$ cat src/rtl/score_event_arbiter.sv
// -----------------------------------------------------------------------------
// score_event_arbiter
//
// Takes one-shot scoring hits from N_TARGETS hit detectors and puts them on a
// single valid/ready event port, using round-robin arbitration. The port feeds
// the HUD, sound and hex display. The block also owns the round score and the
// win indication that the game FSM reads.
//
// Each target is armed at the start of a round. A hit on an armed target,
// seen while round_active is high, latches that target's point value and
// disarms the target. The target then stays pending until the arbiter moves
// it into the output register. The pending flag is registered: a capture at
// one edge can be arbitrated at the next edge at the earliest. This gives a
// minimum hit-to-event latency of two cycles.
//
// Ports
//   Clk          in   clock
//   Reset        in   async reset, active-high
//   round_start  in   1-cycle pulse: re-arm targets, clear score/queue/output
//   round_active in   level: hits are captured only while high
//   hit_req      in   [N_TARGETS]          per-target hit level
//   hit_points   in   [N_TARGETS*POINTS_W] points of target i at [i*POINTS_W +: POINTS_W]
//   evt_valid    out  output register holds a scored hit
//   evt_ready    in   consumer accepts the event
//   evt_id       out  [ID_W]      index of the scored target
//   evt_points   out  [POINTS_W]  points carried by the event
//   grant        out  [N_TARGETS] one-hot pulse in the cycle an event is loaded
//   score        out  [SCORE_W]   saturating sum of accepted event points
//   round_won    out  score >= WIN_SCORE
//   won_pulse    out  high for one cycle when round_won rises
// -----------------------------------------------------------------------------
module score_event_arbiter #(
  parameter int N_TARGETS = 3,
  parameter int POINTS_W  = 4,
  parameter int SCORE_W   = 11,
  parameter int WIN_SCORE = 3,
  localparam int ID_W     = (N_TARGETS > 1) ? $clog2(N_TARGETS) : 1
) (
  input  logic                          Clk,
  input  logic                          Reset,
  input  logic                          round_start,
  input  logic                          round_active,
  input  logic [N_TARGETS-1:0]          hit_req,
  input  logic [N_TARGETS*POINTS_W-1:0] hit_points,
  output logic                          evt_valid,
  input  logic                          evt_ready,
  output logic [ID_W-1:0]               evt_id,
  output logic [POINTS_W-1:0]           evt_points,
  output logic [N_TARGETS-1:0]          grant,
  output logic [SCORE_W-1:0]            score,
  output logic                          round_won,
  output logic                          won_pulse
);

  logic [N_TARGETS-1:0] armed_q,   armed_d;
  logic [N_TARGETS-1:0] pending_q, pending_d;
  logic [POINTS_W-1:0]  pts_q [N_TARGETS];
  logic [POINTS_W-1:0]  pts_d [N_TARGETS];
  logic [ID_W-1:0]      rr_ptr_q,     rr_ptr_d;
  logic                 evt_valid_q,  evt_valid_d;
  logic [ID_W-1:0]      evt_id_q,     evt_id_d;
  logic [POINTS_W-1:0]  evt_points_q, evt_points_d;
  logic [N_TARGETS-1:0] grant_q,      grant_d;
  logic [SCORE_W-1:0]   score_q,      score_d;
  logic                 won_pulse_q,  won_pulse_d;

  logic                 accept;
  logic                 load_slot;
  logic                 found;
  logic [ID_W-1:0]      win_idx;
  logic [ID_W:0]        cand;
  logic [SCORE_W:0]     sum_full;
  logic [SCORE_W-1:0]   sum_sat;

  assign accept    = evt_valid_q & evt_ready;
  // The output slot can take a new event when it is empty or is being drained.
  assign load_slot = ~evt_valid_q | evt_ready;

  // The sum is one bit wider than score, so the carry-out shows an overflow
  // and the result saturates at all ones.
  assign sum_full = {1'b0, score_q} + (SCORE_W+1)'(evt_points_q);
  assign sum_sat  = sum_full[SCORE_W] ? '1 : sum_full[SCORE_W-1:0];

  // Round-robin search. The scan starts at rr_ptr_q and wraps modulo
  // N_TARGETS. cand has one extra bit so rr_ptr_q + k cannot overflow before
  // the wrap.
  always_comb begin
    // NOTE: every combinational output gets a default before any branch, so no latch can be inferred.
    found   = 1'b0;
    win_idx = '0;
    cand    = '0;
    for (int k = 0; k < N_TARGETS; k++) begin
      cand = {1'b0, rr_ptr_q} + (ID_W+1)'(k);
      if (cand >= (ID_W+1)'(N_TARGETS)) cand = cand - (ID_W+1)'(N_TARGETS);
      if (!found && pending_q[cand[ID_W-1:0]]) begin
        found   = 1'b1;
        win_idx = cand[ID_W-1:0];
      end
    end
  end

  always_comb begin
    armed_d      = armed_q;
    pending_d    = pending_q;
    pts_d        = pts_q;
    rr_ptr_d     = rr_ptr_q;
    evt_valid_d  = evt_valid_q;
    evt_id_d     = evt_id_q;
    evt_points_d = evt_points_q;
    grant_d      = '0;
    score_d      = score_q;

    if (round_start) begin
      // A new round overrides everything. An event accepted in this same
      // cycle is dropped and not scored, and hits in this cycle are ignored.
      armed_d      = '1;
      pending_d    = '0;
      rr_ptr_d     = '0;
      evt_valid_d  = 1'b0;
      evt_id_d     = '0;
      evt_points_d = '0;
      score_d      = '0;
    end else begin
      if (accept) score_d = sum_sat;

      if (load_slot) begin
        if (found) begin
          evt_valid_d        = 1'b1;
          evt_id_d           = win_idx;
          evt_points_d       = pts_q[win_idx];
          pending_d[win_idx] = 1'b0;
          grant_d[win_idx]   = 1'b1;
          rr_ptr_d           = (32'(win_idx) == N_TARGETS - 1) ? '0 : win_idx + 1'b1;
        end else begin
          evt_valid_d = 1'b0;
        end
      end

      // Capture runs after arbitration. The arbiter above reads only
      // pending_q, so a hit captured at this edge cannot be granted until
      // the next edge. A disarmed target cannot be captured again, so this
      // never clashes with the pending bit that was cleared above.
      for (int i = 0; i < N_TARGETS; i++) begin
        if (round_active && armed_q[i] && hit_req[i]) begin
          pending_d[i] = 1'b1;
          armed_d[i]   = 1'b0;
          pts_d[i]     = hit_points[i*POINTS_W +: POINTS_W];
        end
      end
    end

    // The pulse is registered and lines up with the first cycle of round_won.
    won_pulse_d = (score_d >= SCORE_W'(WIN_SCORE)) & ~round_won;
  end

  always_ff @(posedge Clk or posedge Reset) begin
    if (Reset) begin
      armed_q      <= '1;
      pending_q    <= '0;
      rr_ptr_q     <= '0;
      evt_valid_q  <= 1'b0;
      evt_id_q     <= '0;
      evt_points_q <= '0;
      grant_q      <= '0;
      score_q      <= '0;
      won_pulse_q  <= 1'b0;
    end else begin
      // NOTE: sequential state uses non-blocking assignments only, so every flop samples pre-edge values.
      armed_q      <= armed_d;
      pending_q    <= pending_d;
      rr_ptr_q     <= rr_ptr_d;
      evt_valid_q  <= evt_valid_d;
      evt_id_q     <= evt_id_d;
      evt_points_q <= evt_points_d;
      grant_q      <= grant_d;
      score_q      <= score_d;
      won_pulse_q  <= won_pulse_d;
    end
  end

  // NOTE: pts_q is read only while the matching pending bit is set, so this data array is left without a reset.
  always_ff @(posedge Clk) begin
    pts_q <= pts_d;
  end

  assign evt_valid  = evt_valid_q;
  assign evt_id     = evt_id_q;
  assign evt_points = evt_points_q;
  assign grant      = grant_q;
  assign score      = score_q;
  assign round_won  = score_q >= SCORE_W'(WIN_SCORE);
  assign won_pulse  = won_pulse_q;

endmodule
$ cat config.mk
export PLATFORM = sky130hd
export DESIGN_NAME = score_event_arbiter
export DESIGN_NICKNAME = d
export VERILOG_FILES = /design/src/rtl/score_event_arbiter.sv
export SDC_FILE = /design/constraint.sdc
export NUM_CORES = 1
export LEC_CHECK = 0
export BUFFER_PORTS_ARGS = -buffer_cell sky130_fd_sc_hd__buf_4
export CORE_MARGIN = 8
export CORE_UTILIZATION = 25
export CTS_BUF_LIST = sky130_fd_sc_hd__clkbuf_4
export CTS_CLUSTER_DIAMETER = 60
export DETAILED_ROUTE_END_ITERATION = 8
export PLACE_DENSITY = 0.51
export SYNTH_ARGS = -nofsm -noshare
export SYNTH_HDL_FRONTEND = slang
export SYNTH_SLANG_ARGS = --single-unit
$ cat constraint.sdc
create_clock -name Clk -period 2.39 [get_ports Clk]
set_input_delay 0.1195 -clock Clk [delete_from_list [all_inputs] [get_ports Clk]]
set_output_delay 0.1195 -clock Clk [all_outputs]
set_load 0.005 [all_outputs]
==> results.toml, run 1 <==
[synth]
ys_seq_elements = 42
syn_nets = 226
synth.area.mux_share_pct = 1.91
yosysSeqAreaShare_pct = 51.7
synthXorXnorAreaFrac_pct = 1.62
synth_edf_count = 12
ys_async_sr_fraction_pct = 71.4
synth_ff_type = "dfrtp_1"
syn_area_per_cell_um2 = 10.9
synth_adder_area_share_pct = 4.99
synth_warnings = 0
synth_cells = 198
synth_top_family_by_area = "compound AO/OA/AOI/OAI gates"
synth.cell_area_um2 = 2160
ys_types = 55
synthSimpleGateAreaFrac_pct = 16.0
synth_compound_area_share_pct = 20.4

[grt]
antenna_found_initial = 0
grt_max_degree = 34
gr-total-overflow = 0
track_usage_pct = 9.22
grt_pass1_vias = 1769
grt_pass1_wl_um = 8790

[placement]
dp.cells = 344
place.gp.congestion = 0.832
port_buffers = 42
hpwl_um = 3910

[floorplanning]
io_pins = 43
core_area_um2 = 8550
rows = 34
die_w_um = 109
initial_core_util_pct = 25.2
die_area_um2 = 11900
die_y_um = 109

[detailed_routing]
vias = 1753
avgRoutedWirePerCell_um = 14.5
routed_wl_um = 5320
route.detailed.drc = 0
via_per_inst = 4.78
drtIter0Drc = 76
ant_nets = 0
drt_first_pass_iters = 4

[clock_tree]
cts_made_buffers = 5
clkTransAtPathRegs_ns = 0.13
cts_root_buf = "clkbuf_4"
htree_levels = 2
clockBufferDepth = 2
cts_tree = "built"
clock_latency_ns = 0.35
cts.sinks = 42

[sta]
max_freq_mhz = 440
period_share_pct = 95.0
worstMarginPinSlew_ns = 0.496
fin_crit_ns = 2.27
fin_setup_tns_ns = 0
finalHoldViolations = 0
setup_viol = 0
slew_headroom_pct = 67.0
fin_skew_ns = 0.00457
grt_setup_unrepaired = "false"
slew_violations = 0

[finish]
final_cell_count_no_fill = 367
antennaDiodeCount = 0
area_growth_syn_to_layout_pct = 31.0
nFillCells = 867
drive_gt1_share_pct = 29.7
multi_input_area_um2 = 978
register_area_um2 = 1110
nets = 286

[pwr]
cellPowerDensity_nw_per_um2 = 919
ir_drop_mv = 0.301
leakagePower_nw = 1.21

[critical_path]
r2r_setup_slack_ns = 0.12
crit_type = "reg -> reg"
crit_arrival_ns = 2.55
critPathMaxFanout = 2
critPathLaunchType = "flop"
end_kind = "flop"
worstPathRequired_ns = 2.67

[status]
status = "complete, no violations"

[flow_run]
maxCapViolCount = 0

[hold_path]
hold_path_class = "in -> reg"
==> cell families after synthesis <==
family | count (synthesis)
compound gates | 56
xor+xnor | 4
fa+ha+maj | 8
buf+inv | 15
flops | 42
mux | 4
simple gates | 69
==> cell usage after synthesis (all sizes together), types with 5 or more instances <==
cell,number,area share [%]
a211oi,5,1.7
ha,7,4.1
a221oi,5,2.0
clkbuf,5,0.93
nand3,8,1.9
nor3,8,2.1
edfxtp,12,17
dfrtp,27,31
a21o,6,2.1
nand2,17,3.0
a21oi,15,3.7
nor2,20,3.5
inv,7,1.2
==> where the power goes <==
group / leakage (nW) / internal [mW] / total (mW) / switching, mW
logic: 0.656 / 0.564 / 1.18 / 0.611
registers: 0.508 / 0.854 / 0.953 / 0.0983
clock network: 0.0456 / 0.222 / 0.468 / 0.246
==> worst max-delay path, cell delays in order (launching register included) <==
cell     delay, ns
dfrtp_1       0.41
ha_1          0.23
fa_2          0.36
a21o_1        0.18
a21o_1        0.19
nand4_1       0.10
mux2_2        0.35
a41o_1        0.24
a31oi_1       0.15
==> layout make-up <==
| type | count | area share (%) |
|---|---|---|
| multi-input cells | 141 | 34.6 |
| well taps | 108 | 4.78 |
| clock buffers | 5 | 1.33 |
| clock inverters | 3 | 1.55 |
| inverters | 7 | 0.930 |
| flip-flops and latches | 42 | 39.4 |
| repair buffers | 61 | 17.4 |
==> what timing repair did <==
action | 4_1_cts | 5_1_grt
setup endpoints to repair | 0 | 8
hold endpoints to repair | 39 | 0
setup buffers | 0 | 2
gates resized for setup | 0 | 4
hold buffers | 13 | 0
==> metrics by stage <==
stage | area (um2) | hold WS, ns | total power, mW | setup slack [ns] | util [%]
after detailed placement | 2590 | 0.235 | 2.09 | 0.0729 | 30.3
after global routing | 2830 | 0.0423 | 2.79 | 0.0159 | 33.1
after CTS | 2800 | 0.0369 | 2.59 | 0.0285 | 32.8
final | 2830 | 0.0535 | 2.60 | 0.118 | 33.1
after global placement | 2590 | 0.230 | 2.08 | 0.0910 | 30.3
after floorplan | 2160 | 0.195 | 1.76 | 0.106 | -
==> sequential cells by signal, indices dropped and copies added (netlist names) <==
name,cells
pending_q,3
pts_q,12
grant,3
evt_valid,1
score,11
evt_points,4
evt_id,2
won_pulse,1
rr_ptr_q,2
armed_q,3
==> metal layers <==
metal	GRT usage, %	share of wire [%]	vias to the layer above
li1	-	-	854
met1	11.8	46	834
met2	14.6	47	61
met3	2.78	6.8	4
met4	2.64	0.58	0
met5	0	0	-
==> path summary, 6_finish.rpt <==
check                                     startpoint                      to  cells after the start
setup / recovery           evt_points[0]$_DFFE_PP0P_     won_pulse$_DFF_PP0_                      8
hold / removal                            hit_req[1]  armed_q[1]$_DFFE_PP1P_                      3
setup reg to reg           evt_points[0]$_DFFE_PP0P_     won_pulse$_DFF_PP0_                      8
hold reg to reg                evt_id[0]$_DFFE_PP0P_   evt_id[0]$_DFFE_PP0P_                      1
max in group asynchronous                      Reset  armed_q[1]$_DFFE_PP1P_                      4
min in group asynchronous                      Reset      score[3]$_DFF_PP0_                      4
==> cell usage in the layout (no fill, tap or decap), types with 7 or more instances in the layout <==
cell type and n:
nand2_1 17, a21oi_1 14, nor2_1 20, dlygate4sd3_1 13
edfxtp_1 12, dfrtp_1 27, buf_4 48, nand3_1 8
nor3_1 7
Note: power is estimated with default switching activity, not from simulation.
==> run 2, diff against run 1 <==
CTS_BUF_LIST = sky130_fd_sc_hd__clkbuf_8   (was sky130_fd_sc_hd__clkbuf_4)
==> results.toml, run 2 (synthesis gave the netlist of run 1 again) <==
[critical_path]
critPathMaxFanout = 2
r2r_cells = 8
crit_type = "reg -> reg"
r2r_end = "won_pulse$_DFF_PP0_"
critPathLaunchType = "flop"
worstPathRequired_ns = 2.62
end_kind = "flop"
r2r-start = "evt_points[0]$_DFFE_PP0P_"
crit_arrival_ns = 2.49
r2r_setup_slack_ns = 0.13

[placement]
place.gp.congestion = 0.832
dp_slack_ns = 0.0729
hpwl_um = 3910
port_buffers = 42

[sta]
worstMarginPinSlew_ns = 0.499
fin_setup_tns_ns = 0
grt_setup_unrepaired = "false"
slew_headroom_pct = 66.7
worst_hold_slack_ns = 0.111
max_freq_mhz = 442
worst_slack_ns = 0.127
period_share_pct = 94.7
fin_crit_ns = 2.26
fin_skew_ns = 0.00572
finalHoldViolations = 0
setup_viol = 0
slew_violations = 0

[clock_tree]
clock_latency_ns = 0.30
cts_made_buffers = 5
clkTransAtPathRegs_ns = 0.09
clockBufferDepth = 2
cts.sinks = 42
htree_levels = 2
cts_root_buf = "clkbuf_8"
cts_tree = "built"

[pwr]
cellPowerDensity_nw_per_um2 = 944
totalPowerFinal_mw = 2.69
ir_drop_mv = 0.296
leakagePower_nw = 1.22

[grt]
gr-total-overflow = 0
track_usage_pct = 9.33
grt_pass1_vias = 1763
antenna_found_initial = 0
grt_pass1_wl_um = 8840
grt_max_degree = 34

[finish]
final_common_cell = "buf_4"
area_growth_syn_to_layout_pct = 32.1
largest_register_ffs = 12
final_core_util_pct = 33.3
final_cell_mix = "buf_4 (47), dfrtp_1 (27), nor2_1 (20)"
drive_gt1_share_pct = 29.5
top_register = "pts_q"
antennaDiodeCount = 0
nets = 285

[detailed_routing]
drt_first_pass_iters = 4
drtIter0Drc = 106
avgRoutedWirePerCell_um = 14.6
ant_nets = 0
route.detailed.drc = 0
routed_wl_um = 5330
vias = 1744
via_per_inst = 4.77

[floorplanning]
die_area_um2 = 11900
initial_core_util_pct = 25.2
die_y_um = 109
die_w_um = 109
rows = 34
core_area_um2 = 8550
io_pins = 43

[hold_path]
hp-start = "hit_req[1]"
whs_path_depth = 3
min_to = "armed_q[1]$_DFFE_PP1P_"
hold_path_class = "in -> reg"

[status]
status = "complete, no violations"

[flow_run]
maxCapViolCount = 0
[run 2: cell count changes in the layout (fill, tap and decap cells not counted), sizes merged]
cell	previous run	this run
buf	48	47
[run 2: what timing repair did]
action	CTS	global route
gates resized for setup	0	4
setup endpoints to repair	0	6
endpoints found under the hold margin	39	0
buffers inserted	0	1
hold buffers	13	0
[run 2: worst max-delay path by stage]
stage	depth (start not counted)	slack, ns	end	from
floorplan	8	0.11	won_pulse$_DFF_PP0_	evt_points[0]$_DFFE_PP0P_
global placement	8	0.09	won_pulse$_DFF_PP0_	evt_points[0]$_DFFE_PP0P_
detailed placement	8	0.07	won_pulse$_DFF_PP0_	evt_points[0]$_DFFE_PP0P_
CTS	8	0.04	won_pulse$_DFF_PP0_	evt_points[0]$_DFFE_PP0P_
global route	8	0.03	won_pulse$_DFF_PP0_	evt_points[0]$_DFFE_PP0P_
finish	8	0.13	won_pulse$_DFF_PP0_	evt_points[0]$_DFFE_PP0P_
[run 2: cell type report]
class	instances	area (um2)
fill	869	5700
timing repair buffer	60	483
tap	108	135
sequential	42	1110
inverter	7	26.3
clock inverter	3	43.8
multi-input combinational	141	978
clock buffer	5	68.8
[run 2: power by group]
part           leakage (nW)  switching, mW  total (mW)  internal [mW]
sequential            0.508         0.0994       0.954          0.855
combinational         0.650          0.606        1.16          0.555
clock                0.0585          0.264       0.577          0.313
[run 2: stage by stage]
step | cell area (um2) | cells
final | 2850 | 366
after global routing | 2850 | 366
after CTS | 2830 | 365
after detailed placement | 2590 | 344
after global placement | 2590 | 344
after floorplan | 2160 | 198
[run 2: worst max-delay path, stage by stage (launching register included)]
cell and delay, ns:
dfrtp_1 0.40, ha_1 0.23, fa_2 0.36, a21o_1 0.18, a21o_1 0.19, nand4_1 0.10
mux2_2 0.35, a41o_1 0.24, a31oi_1 0.15
[run 2: layer usage]
layer  up-vias  share of wire, %  GRT usage, %
met4         0               1.1          3.23
met2        58                46          14.5
met3         5               6.9          2.78
li1        851                 -             -
met5         -                 0             0
met1       830                46          12.0
